$ cat src/rtl/multicycle_ctrl_fsm_pkg.sv
// Shared types and constants for the multi-cycle RV32I control sequencer.
package ctrl_pkg;

    localparam int unsigned OPC_W = 7;
    localparam int unsigned DC_W  = 3;

    typedef enum logic [3:0] {
        RST,
        FETCH,
        DECODE,
        EXEC,
        BTGT,
        MEM,
        LDWB,
        WB,
        HALT
    } ctrl_state_e;

    typedef enum logic [3:0] {
        CL_OP,
        CL_OP_IMM,
        CL_LUI,
        CL_AUIPC,
        CL_LOAD,
        CL_STORE,
        CL_BRANCH,
        CL_JAL,
        CL_JALR,
        CL_SYSTEM,
        CL_ILLEGAL
    } inst_class_e;

    localparam logic [OPC_W-1:0] OPC_OP     = 7'b0110011;
    localparam logic [OPC_W-1:0] OPC_OP_IMM = 7'b0010011;
    localparam logic [OPC_W-1:0] OPC_LUI    = 7'b0110111;
    localparam logic [OPC_W-1:0] OPC_AUIPC  = 7'b0010111;
    localparam logic [OPC_W-1:0] OPC_LOAD   = 7'b0000011;
    localparam logic [OPC_W-1:0] OPC_STORE  = 7'b0100011;
    localparam logic [OPC_W-1:0] OPC_BRANCH = 7'b1100011;
    localparam logic [OPC_W-1:0] OPC_JAL    = 7'b1101111;
    localparam logic [OPC_W-1:0] OPC_JALR   = 7'b1100111;
    localparam logic [OPC_W-1:0] OPC_SYSTEM = 7'b1110011;

    localparam logic [DC_W-1:0] DC_RS1_IMM  = 3'd0;
    localparam logic [DC_W-1:0] DC_PC_IMM   = 3'd1;
    localparam logic [DC_W-1:0] DC_MEM_ZERO = 3'd2;
    localparam logic [DC_W-1:0] DC_RS1_RS2  = 3'd3;

    // inst[31:7] of ebreak; every other SYSTEM encoding is treated as illegal
    localparam logic [24:0] EBREAK_HI = 25'h0002000;

    function automatic logic is_jump(input inst_class_e cls);
        return (cls == CL_JAL) || (cls == CL_JALR);
    endfunction

endpackage

$ cat src/rtl/multicycle_ctrl_fsm_inst_classify.sv
// Combinational opcode-to-class decode with illegal-opcode flag.
module inst_classify
    import ctrl_pkg::*;
(
    input  logic [OPC_W-1:0] opcode_i,
    output inst_class_e      cls_o,
    output logic             illegal_o
);

    always_comb begin
        cls_o = CL_ILLEGAL;
        case (opcode_i)
            OPC_OP:     cls_o = CL_OP;
            OPC_OP_IMM: cls_o = CL_OP_IMM;
            OPC_LUI:    cls_o = CL_LUI;
            OPC_AUIPC:  cls_o = CL_AUIPC;
            OPC_LOAD:   cls_o = CL_LOAD;
            OPC_STORE:  cls_o = CL_STORE;
            OPC_BRANCH: cls_o = CL_BRANCH;
            OPC_JAL:    cls_o = CL_JAL;
            OPC_JALR:   cls_o = CL_JALR;
            OPC_SYSTEM: cls_o = CL_SYSTEM;
            default:    cls_o = CL_ILLEGAL;
        endcase
        illegal_o = (cls_o == CL_ILLEGAL);
    end

endmodule

$ cat src/rtl/multicycle_ctrl_fsm.sv
// Multi-cycle RV32I control sequencer: FETCH/DECODE/EXEC/MEM/WB walk, datapath
// strobes, memory handshake and retired-instruction counter.
module multicycle_ctrl_fsm
    import ctrl_pkg::*;
#(
    parameter int unsigned INSTRET_W = 32
) (
    input  logic                 clock,
    input  logic                 reset,
    input  logic [31:0]          inst,
    input  logic                 branch_taken,
    input  logic                 mem_ack,
    output logic                 mem_req,
    output logic                 mem_fetch,
    output logic                 mem_wen,
    output logic                 ir_write,
    output logic                 mdr_write,
    output logic                 alu_out_write,
    output logic [DC_W-1:0]      data_control,
    output logic                 reg_write,
    output logic                 wb_sel,
    output logic                 pc_write,
    output logic                 pc_src,
    output logic                 halted,
    output logic                 illegal,
    output logic [INSTRET_W-1:0] instret
);

    ctrl_state_e          state_q, state_d;
    logic                 br_t_q, br_t_d;
    logic                 illegal_q, illegal_d;
    logic [INSTRET_W-1:0] instret_q, instret_d;

    inst_class_e cls;
    logic        cls_illegal;

    inst_classify u_classify (
        .opcode_i  (inst[OPC_W-1:0]),
        .cls_o     (cls),
        .illegal_o (cls_illegal)
    );

    always_ff @(posedge clock) begin
        if (reset) begin
            state_q   <= RST;
            br_t_q    <= 1'b0;
            illegal_q <= 1'b0;
            instret_q <= '0;
        end else begin
            state_q   <= state_d;
            br_t_q    <= br_t_d;
            illegal_q <= illegal_d;
            instret_q <= instret_d;
        end
    end

    always_comb begin
        state_d       = state_q;
        br_t_d        = br_t_q;
        illegal_d     = illegal_q;
        instret_d     = instret_q;
        mem_req       = 1'b0;
        mem_fetch     = 1'b0;
        mem_wen       = 1'b0;
        ir_write      = 1'b0;
        mdr_write     = 1'b0;
        alu_out_write = 1'b0;
        data_control  = DC_RS1_IMM;
        reg_write     = 1'b0;
        wb_sel        = 1'b0;
        pc_write      = 1'b0;
        pc_src        = 1'b0;
        halted        = 1'b0;

        case (state_q)
            RST: state_d = FETCH;

            FETCH: begin
                mem_req   = 1'b1;
                mem_fetch = 1'b1;
                ir_write  = mem_ack;
                if (mem_ack) state_d = DECODE;
            end

            DECODE: begin
                if (cls_illegal) begin
                    state_d   = HALT;
                    illegal_d = 1'b1;
                end else if (cls == CL_SYSTEM) begin
                    state_d = HALT;
                    if (inst[31:7] != EBREAK_HI) illegal_d = 1'b1;
                end else begin
                    state_d = EXEC;
                end
            end

            EXEC: begin
                alu_out_write = 1'b1;
                case (cls)
                    CL_OP:             data_control = DC_RS1_RS2;
                    CL_BRANCH: begin
                        data_control = DC_RS1_RS2;
                        br_t_d       = branch_taken;
                    end
                    CL_AUIPC, CL_JAL:  data_control = DC_PC_IMM;
                    default:           data_control = DC_RS1_IMM;
                endcase
                if (cls == CL_LOAD || cls == CL_STORE) state_d = MEM;
                else if (cls == CL_BRANCH)             state_d = BTGT;
                else                                   state_d = WB;
            end

            // second ALU pass forms the branch target pc+imm
            BTGT: begin
                alu_out_write = 1'b1;
                data_control  = DC_PC_IMM;
                state_d       = WB;
            end

            MEM: begin
                mem_req   = 1'b1;
                mem_wen   = (cls == CL_STORE);
                mdr_write = (cls == CL_LOAD) && mem_ack;
                if (mem_ack) state_d = (cls == CL_LOAD) ? LDWB : WB;
            end

            LDWB: begin
                alu_out_write = 1'b1;
                data_control  = DC_MEM_ZERO;
                state_d       = WB;
            end

            WB: begin
                pc_write  = 1'b1;
                reg_write = (cls != CL_STORE) && (cls != CL_BRANCH);
                wb_sel    = is_jump(cls);
                pc_src    = is_jump(cls) || ((cls == CL_BRANCH) && br_t_q);
                instret_d = instret_q + INSTRET_W'(1);
                state_d   = FETCH;
            end

            HALT: halted = 1'b1;

            default: state_d = RST;
        endcase
    end

    assign illegal = illegal_q;
    assign instret = instret_q;

endmodule

$ cat config.mk
export PLATFORM = sky130hd
export DESIGN_NAME = multicycle_ctrl_fsm
export DESIGN_NICKNAME = d
export VERILOG_FILES = /design/src/rtl/multicycle_ctrl_fsm_pkg.sv /design/src/rtl/multicycle_ctrl_fsm_inst_classify.sv /design/src/rtl/multicycle_ctrl_fsm.sv
export SDC_FILE = /design/constraint.sdc
export NUM_CORES = 1
export LEC_CHECK = 0
export ABC_CLOCK_PERIOD_IN_PS = 1800
export BUFFER_PORTS_ARGS = -buffer_cell sky130_fd_sc_hd__buf_2
export CORE_MARGIN = 3
export CORE_UTILIZATION = 44
export CTS_CLUSTER_SIZE = 14
export DETAILED_ROUTE_END_ITERATION = 8
export GPL_ROUTABILITY_DRIVEN = 1
export PLACE_DENSITY_LB_ADDON = 0.25
export REMOVE_ABC_BUFFERS = 1
export SYNTH_ARGS = -nofsm -noshare
export SYNTH_HDL_FRONTEND = slang
export SYNTH_SLANG_ARGS = --single-unit
$ cat constraint.sdc
create_clock -name clock -period 1.8 [get_ports clock]
set_input_delay 0.36 -clock clock [delete_from_list [all_inputs] [get_ports clock]]
set_output_delay 0.36 -clock clock [all_outputs]
set_load 0.01 [all_outputs]
==> impl_metrics.yaml, run 1 <==
run_status:
  status: "finished with violations"
  violations: "negative setup slack"
routing:
  routed_wl_um: 6170
  vias: 2315
  via_per_inst: 5.53
  ant_nets: 0
  drt_iter0_markers: 75
  drcViolationCount: 0
  wl_per_cell_um: 14.7
  dr.pass1.iters: 4
clocking:
  h-tree-depth: 2
  clockBufferDepth: 2
  cts_root_buf: "clkbuf_8"
  clk-insertion-delay-late_ns: 0.30
  cts_tree: "done"
  clock_sinks: 38
  numCtsBuffers: 5
  cts.clk_slew.worst_paths_ns: 0.07
floorplan:
  die_y_um: 74.5
  dieArea_sq_mm: 0.00556
  rows: 24
  start_util_pct: 46.5
  num_io_pins: 83
  core_sq_mm: 0.00444
  die_x_um: 74.5
global_route:
  antenna_found_initial: 0
  grt-ovfl-total: 0
  grt_max_degree: 18
  grt_pass1_vias: 2111
  track_usage_pct: 21.3
  grt_pass1_wl_um: 9270
worst_setup_path:
  path_class: "input pin to output port"
  crit_slowest_cell: "o41ai_4"
  reg2reg_to: "instret[21]$_SDFFE_PP0P_"
  end_kind: "output port"
  reg2reg_from: "state_q[0]$_SDFFE_PP0P_"
  critPathArrivalTime_ns: 1.45
  crit_chain: "buf_8 -> nand2b_4 -> o31ai_4 -> a32oi_2 -> o41ai_4 -> buf_2"
  cp_max_fo: 4
  critPathLaunchType: "input pin"
  rr_worst_depth: 7
  critPathRequiredTime_ns: 1.44
  critPathMaxStageDelay_ns: 0.29
  r2r_setup_slack_ns: 0.09
pwr:
  p_comb_share_pct: 17.7
  clock_power_share_pct: 37.3
  switching_share_pct: 26.2
  power.switching_uw: 513
  p_leak_uw: 0.00144
  p_per_area_mw_per_mm2: 625
  pwr-share-seq_pct: 45.0
  internal_power_uw: 1440
  peakVddDrop_uv: 510
placement:
  dp.final_hpwl_um: 4120
  gp_congestion: 0.913
  place_ws_ns: -0.0272
  portBuffers: 81
final_layout:
  antennaDiodeCount: 0
  final_common_cell: "buf_2"
  drive_gt1_share_pct: 43.9
  area_delta_synth_final_pct: 51.5
  final_cell_mix: "buf_2, dfxtp_1, nor2_1"
  num-nets-final: 403
timing:
  period_needed_ns: 1.81
  hold_viol: 0
  fin_crit_sh_pct: 101
  report.final.slew_viol_count: 0
  holdWs_ns: 0.315
  finalSetupViolCount: 2
  fin_skew_ns: 0.0101
  layout_setup_ws_ns: -0.0105
  fmax_ghz: 0.552
  rsz0062_at_grt: "yes"
yosys:
  synth-async-reset-ratio_pct: 0
  avgSynthCellArea_sq_um: 8.14
  syn_inst: 254
  ys_types: 45
  ys.flop_type: "dfxtp_1"
  yosysWarnings: 0
  ys_ff_latch: 38
  synth_seq_area_share_pct: 36.8
  syn_area_sq_mm: 0.00207
  synth-edff-count: 0
flow_run:
  max_cap_viol_count: 0
min_path:
  min-delay-start: "branch_taken"
  hp-class: "input pin to register"
  min_to: "br_t_q$_SDFFE_PP0P_"
  min_path_cells: 3
flip-flops by register name, indices dropped and copies added (netlist names):
| name | flops |
|---|---|
| br_t_q | 1 |
| instret | 32 |
| state_q | 4 |
| illegal | 1 |
worst max path at each step:
stage	endpoint	slack [ns]	startpoint	cells past startpoint
3_5_place_dp	mdr_write	-0.03	inst[2]	6
4_1_cts	mdr_write	-0.03	inst[3]	6
6_report	data_control[0]	-0.01	inst[6]	6
2_1_floorplan	instret[30]$_SDFFE_PP0P_	-0.25	state_q[2]$_SDFFE_PP0P_	5
5_1_grt	mdr_write	-0.07	state_q[3]$_SDFFE_PP0P_	5
3_3_place_gp	mdr_write	0.005	inst[2]	6
synthesized netlist by cell type (3+ instances only):
| cell | instances | area share [%] |
|---|---|---|
| inv_1 | 5 | 0.91 |
| nand2_1 | 17 | 3.1 |
| and3_1 | 5 | 1.5 |
| xor2_1 | 21 | 8.9 |
| xnor2_1 | 6 | 2.5 |
| nand3b_1 | 3 | 1.1 |
| nor2_1 | 36 | 6.5 |
| dfxtp_1 | 38 | 37 |
| or3_1 | 5 | 1.5 |
| nand2b_1 | 4 | 1.2 |
| nand3_1 | 13 | 3.1 |
| nor2b_1 | 4 | 1.2 |
| o21ai_0 | 10 | 2.4 |
| nor4_1 | 6 | 1.8 |
| buf_2 | 5 | 1.2 |
| a21oi_1 | 10 | 2.4 |
| and4_1 | 3 | 1.3 |
| clkbuf_1 | 6 | 1.1 |
| nand4_1 | 16 | 4.8 |
| nor3_1 | 8 | 1.9 |
stage by stage:
stage / power [uW] / cells / area, sq um / TNS [ns] / utilization, %
finish: 1960 / 419 / 3130 / -0.0208 / 70.5
global route: 2030 / 419 / 3130 / -0.245 / 70.5
CTS: 1900 / 417 / 2950 / -0.0572 / 66.3
detailed placement: 1150 / 404 / 2720 / -0.0272 / 61.1
global placement: 1140 / 404 / 2720 / 0 / 61.1
floorplan: 994 / 241 / 2010 / -2.23 / -
cell type report:
| class | instances | area, sq um |
|---|---|---|
| clock buffers | 5 | 68.8 |
| clock inverters | 3 | 45.0 |
| fillers | 342 | 1310 |
| inverters | 5 | 26.3 |
| multi-input cells | 198 | 1380 |
| flip-flops and latches | 38 | 769 |
| well taps | 52 | 65.1 |
| repair buffers | 118 | 778 |
cells by family after synthesis:
kind of cell	synth area share [%]
buffers and inverters	3.75
XOR/XNOR	11.4
AND/OR/NAND/NOR	37.0
multiplexers	0.484
adder cells (fa/ha/maj)	0.605
AO/OA/AOI/OAI	9.75
other	0.181
flip-flops	36.8
critical path: cells and delay by family:
| family | cells | cell delay, ns |
|---|---|---|
| buffers and inverters | 2 | 0.28 |
| AND/OR/NAND/NOR | 1 | 0.15 |
| AO/OA/AOI/OAI | 3 | 0.65 |
layer usage:
metal  share of wire, %  wire length [um]  track usage [%]
met5                  0                 0                0
met4                2.2               136             7.51
met3                5.9               362             4.32
met2                 50              3090             35.8
met1                 42              2580             26.9
power groups by stage:
stage | sequential (uW) | combinational (uW) | clock (uW)
4_1_cts | 873 | 291 | 739
3_3_place_gp | 890 | 253 | 0
5_1_grt | 883 | 373 | 774
3_5_place_dp | 890 | 255 | 0
2_1_floorplan | 900 | 94.4 | 0
6_report | 881 | 346 | 729
what timing repair did:
item / in CTS / in global routing
hold buffers: 0 / 0
pin swaps: 4 / 13
buffers inserted: 5 / 2
setup endpoints to repair: 7 / 14
gates resized for setup: 20 / 39
Power figures use the tool's default switching activity.
==> run 2, diff against run 1 <==
--- a/config.mk
+++ b/config.mk
@@ -5,7 +5,7 @@
 export SDC_FILE = /design/constraint.sdc
 export NUM_CORES = 1
 export LEC_CHECK = 0
-export ABC_CLOCK_PERIOD_IN_PS = 1800
+export ABC_CLOCK_PERIOD_IN_PS = 1600
 export BUFFER_PORTS_ARGS = -buffer_cell sky130_fd_sc_hd__buf_2
 export CORE_MARGIN = 3
 export CORE_UTILIZATION = 44
==> constraint.sdc (replaced) <==
create_clock -name clock -period 1.6 [get_ports clock]
set_input_delay 0.32 -clock clock [delete_from_list [all_inputs] [get_ports clock]]
set_output_delay 0.32 -clock clock [all_outputs]
set_load 0.01 [all_outputs]
==> run 2 against run 1 <==
Compared with the run above:
- the flow still finishes with violations (negative setup slack)
- first-iteration DRC count rose by 55%
- sequential power rose by 11%
- critical path depth up 1
- design area grew 8.3%
- clock power is 3.8% lower
- power up 10%
- wire length rose by 13%
- sequential cell count stayed put
- largest cell class unchanged
- largest power group unchanged
==> impl_metrics.yaml, run 2 (synthesis results as in run 1) <==
worst_setup_path:
  crit_slowest_cell: "dfxtp_4"
  crit_chain: "buf_6 -> inv_4 -> nand2_4 -> nor2_4 -> nand4b_1 -> nor4b_2 -> buf_2"
  cpLargestDelayFamily: "simple AND/OR/NAND/NOR gates"
  path_class: "register to output port"
  cp_max_fo: 2
  end_kind: "output port"
  critPathArrivalTime_ns: 1.57
  cp_num_buf_inv: 3
  critPathLaunchType: "register"
  critPathMaxStageDelay_ns: 0.35
  critPathRequiredTime_ns: 1.28
pwr:
  power.total_uw: 2160
  p_leak_uw: 0.00160
  peakVddDrop_uv: 743
  p_per_area_mw_per_mm2: 636
run_status:
  violations: "negative setup slack"
  status: "finished with violations"
timing:
  rsz0062_at_grt: "yes"
  period_needed_ns: 1.89
  report.final.slew_viol_count: 0
  finalSetupTns_ns: -5.49
  fin_crit_sh_pct: 118
  fin_skew_ns: 0.00451
  holdWs_ns: 0.292
  fmax_ghz: 0.528
  layout_setup_ws_ns: -0.293
  hold_viol: 0
  finalSetupViolCount: 38
placement:
  dp.final_hpwl_um: 4380
  place_ws_ns: -0.228
  portBuffers: 81
  gp_congestion: 0.927
global_route:
  grt_pass1_vias: 2226
  grt_max_degree: 31
  grt-ovfl-total: 0
  track_usage_pct: 23.5
  antenna_found_initial: 0
  grt_pass1_wl_um: 10100
final_layout:
  final_common_cell: "buf_2"
  num-nets-final: 437
  drive_gt1_share_pct: 50.4
  antennaDiodeCount: 0
  largest_register_ffs: 32
  final_cell_mix: "buf_2, buf_4, dfxtp_1"
  area_delta_synth_final_pct: 64.2
  num-fill-cells: 324
  utilization_pct: 76.4
floorplan:
  start_util_pct: 46.5
  core_sq_mm: 0.00444
  num_io_pins: 83
  die_y_um: 74.5
  rows: 24
  die_x_um: 74.5
  dieArea_sq_mm: 0.00556
routing:
  wl_per_cell_um: 15.3
  drcViolationCount: 0
  routed_wl_um: 6940
  via_per_inst: 5.48
  ant_nets: 0
  drt_iter0_markers: 116
  dr.pass1.iters: 4
  vias: 2483
clocking:
  clock_sinks: 38
  clockBufferDepth: 2
  cts_tree: "done"
  clk-insertion-delay-late_ns: 0.29
  cts_root_buf: "clkbuf_8"
  h-tree-depth: 2
  numCtsBuffers: 5
  cts.clk_slew.worst_paths_ns: 0.08
flow_run:
  max_cap_viol_count: 0
min_path:
  hp-class: "input pin to register"
-- run 2: path summary, 6_finish.rpt --
kind / startpoint / to / slack, ns / cells after the start
worst max-delay path: state_q[1]$_SDFFE_PP0P_ / mdr_write / -0.29 / 7
worst min-delay path: branch_taken / br_t_q$_SDFFE_PP0P_ / 0.29 / 3
worst max register to register: state_q[0]$_SDFFE_PP0P_ / instret[30]$_SDFFE_PP0P_ / -0.23 / 10
worst min register to register: illegal$_SDFFE_PP0P_ / illegal$_SDFFE_PP0P_ / 0.47 / 2
-- run 2: stage by stage --
| stage | instances | cell area, sq um |
|---|---|---|
| after floorplan | 241 | 2010 |
| after global placement | 426 | 2870 |
| after detailed placement | 426 | 2870 |
| after CTS | 443 | 3170 |
| after global routing | 453 | 3390 |
| final | 453 | 3390 |
-- run 2: power breakdown --
part | switching [uW] | leakage, uW | internal, uW | total [uW]
Clock | 354 | 0.0000472 | 346 | 701
Sequential | 14.7 | 0.000309 | 962 | 977
Combinational | 230 | 0.00125 | 252 | 482
-- run 2: per-layer routing --
layer	part of all wire, %	track usage [%]	up-vias
met5	0	0	-
met4	2.8	8.10	0
met3	5.4	5.95	20
met2	50	39.0	82
met1	41	29.5	1185
li1	-	-	1196
-- run 2: cell type report --
type | count | area [sq um] | share of cell area, %
tap | 52 | 65.1 | 1.92
clock inverter | 2 | 12.5 | 0.369
multi-input combinational | 198 | 1430 | 42.0
clock buffer | 6 | 82.6 | 2.43
inverter | 5 | 23.8 | 0.701
timing repair buffer | 152 | 1010 | 29.8
sequential | 38 | 771 | 22.7
-- run 2: repair_timing --
action | CTS | global route
setup buffers | 9 | 11
cloned | 0 | 1
hold buffers | 0 | 0
pin swaps | 10 | 22
resized for setup | 38 | 36
setup endpoints to repair | 17 | 36
-- run 2: worst register-to-register path, delay by kind of cell, from the launching register on --
kind,cells,cell delay [ns]
AND/OR/NAND/NOR,4,0.58
flip-flops,1,0.36
XOR/XNOR,1,0.14
buffers and inverters,5,0.64
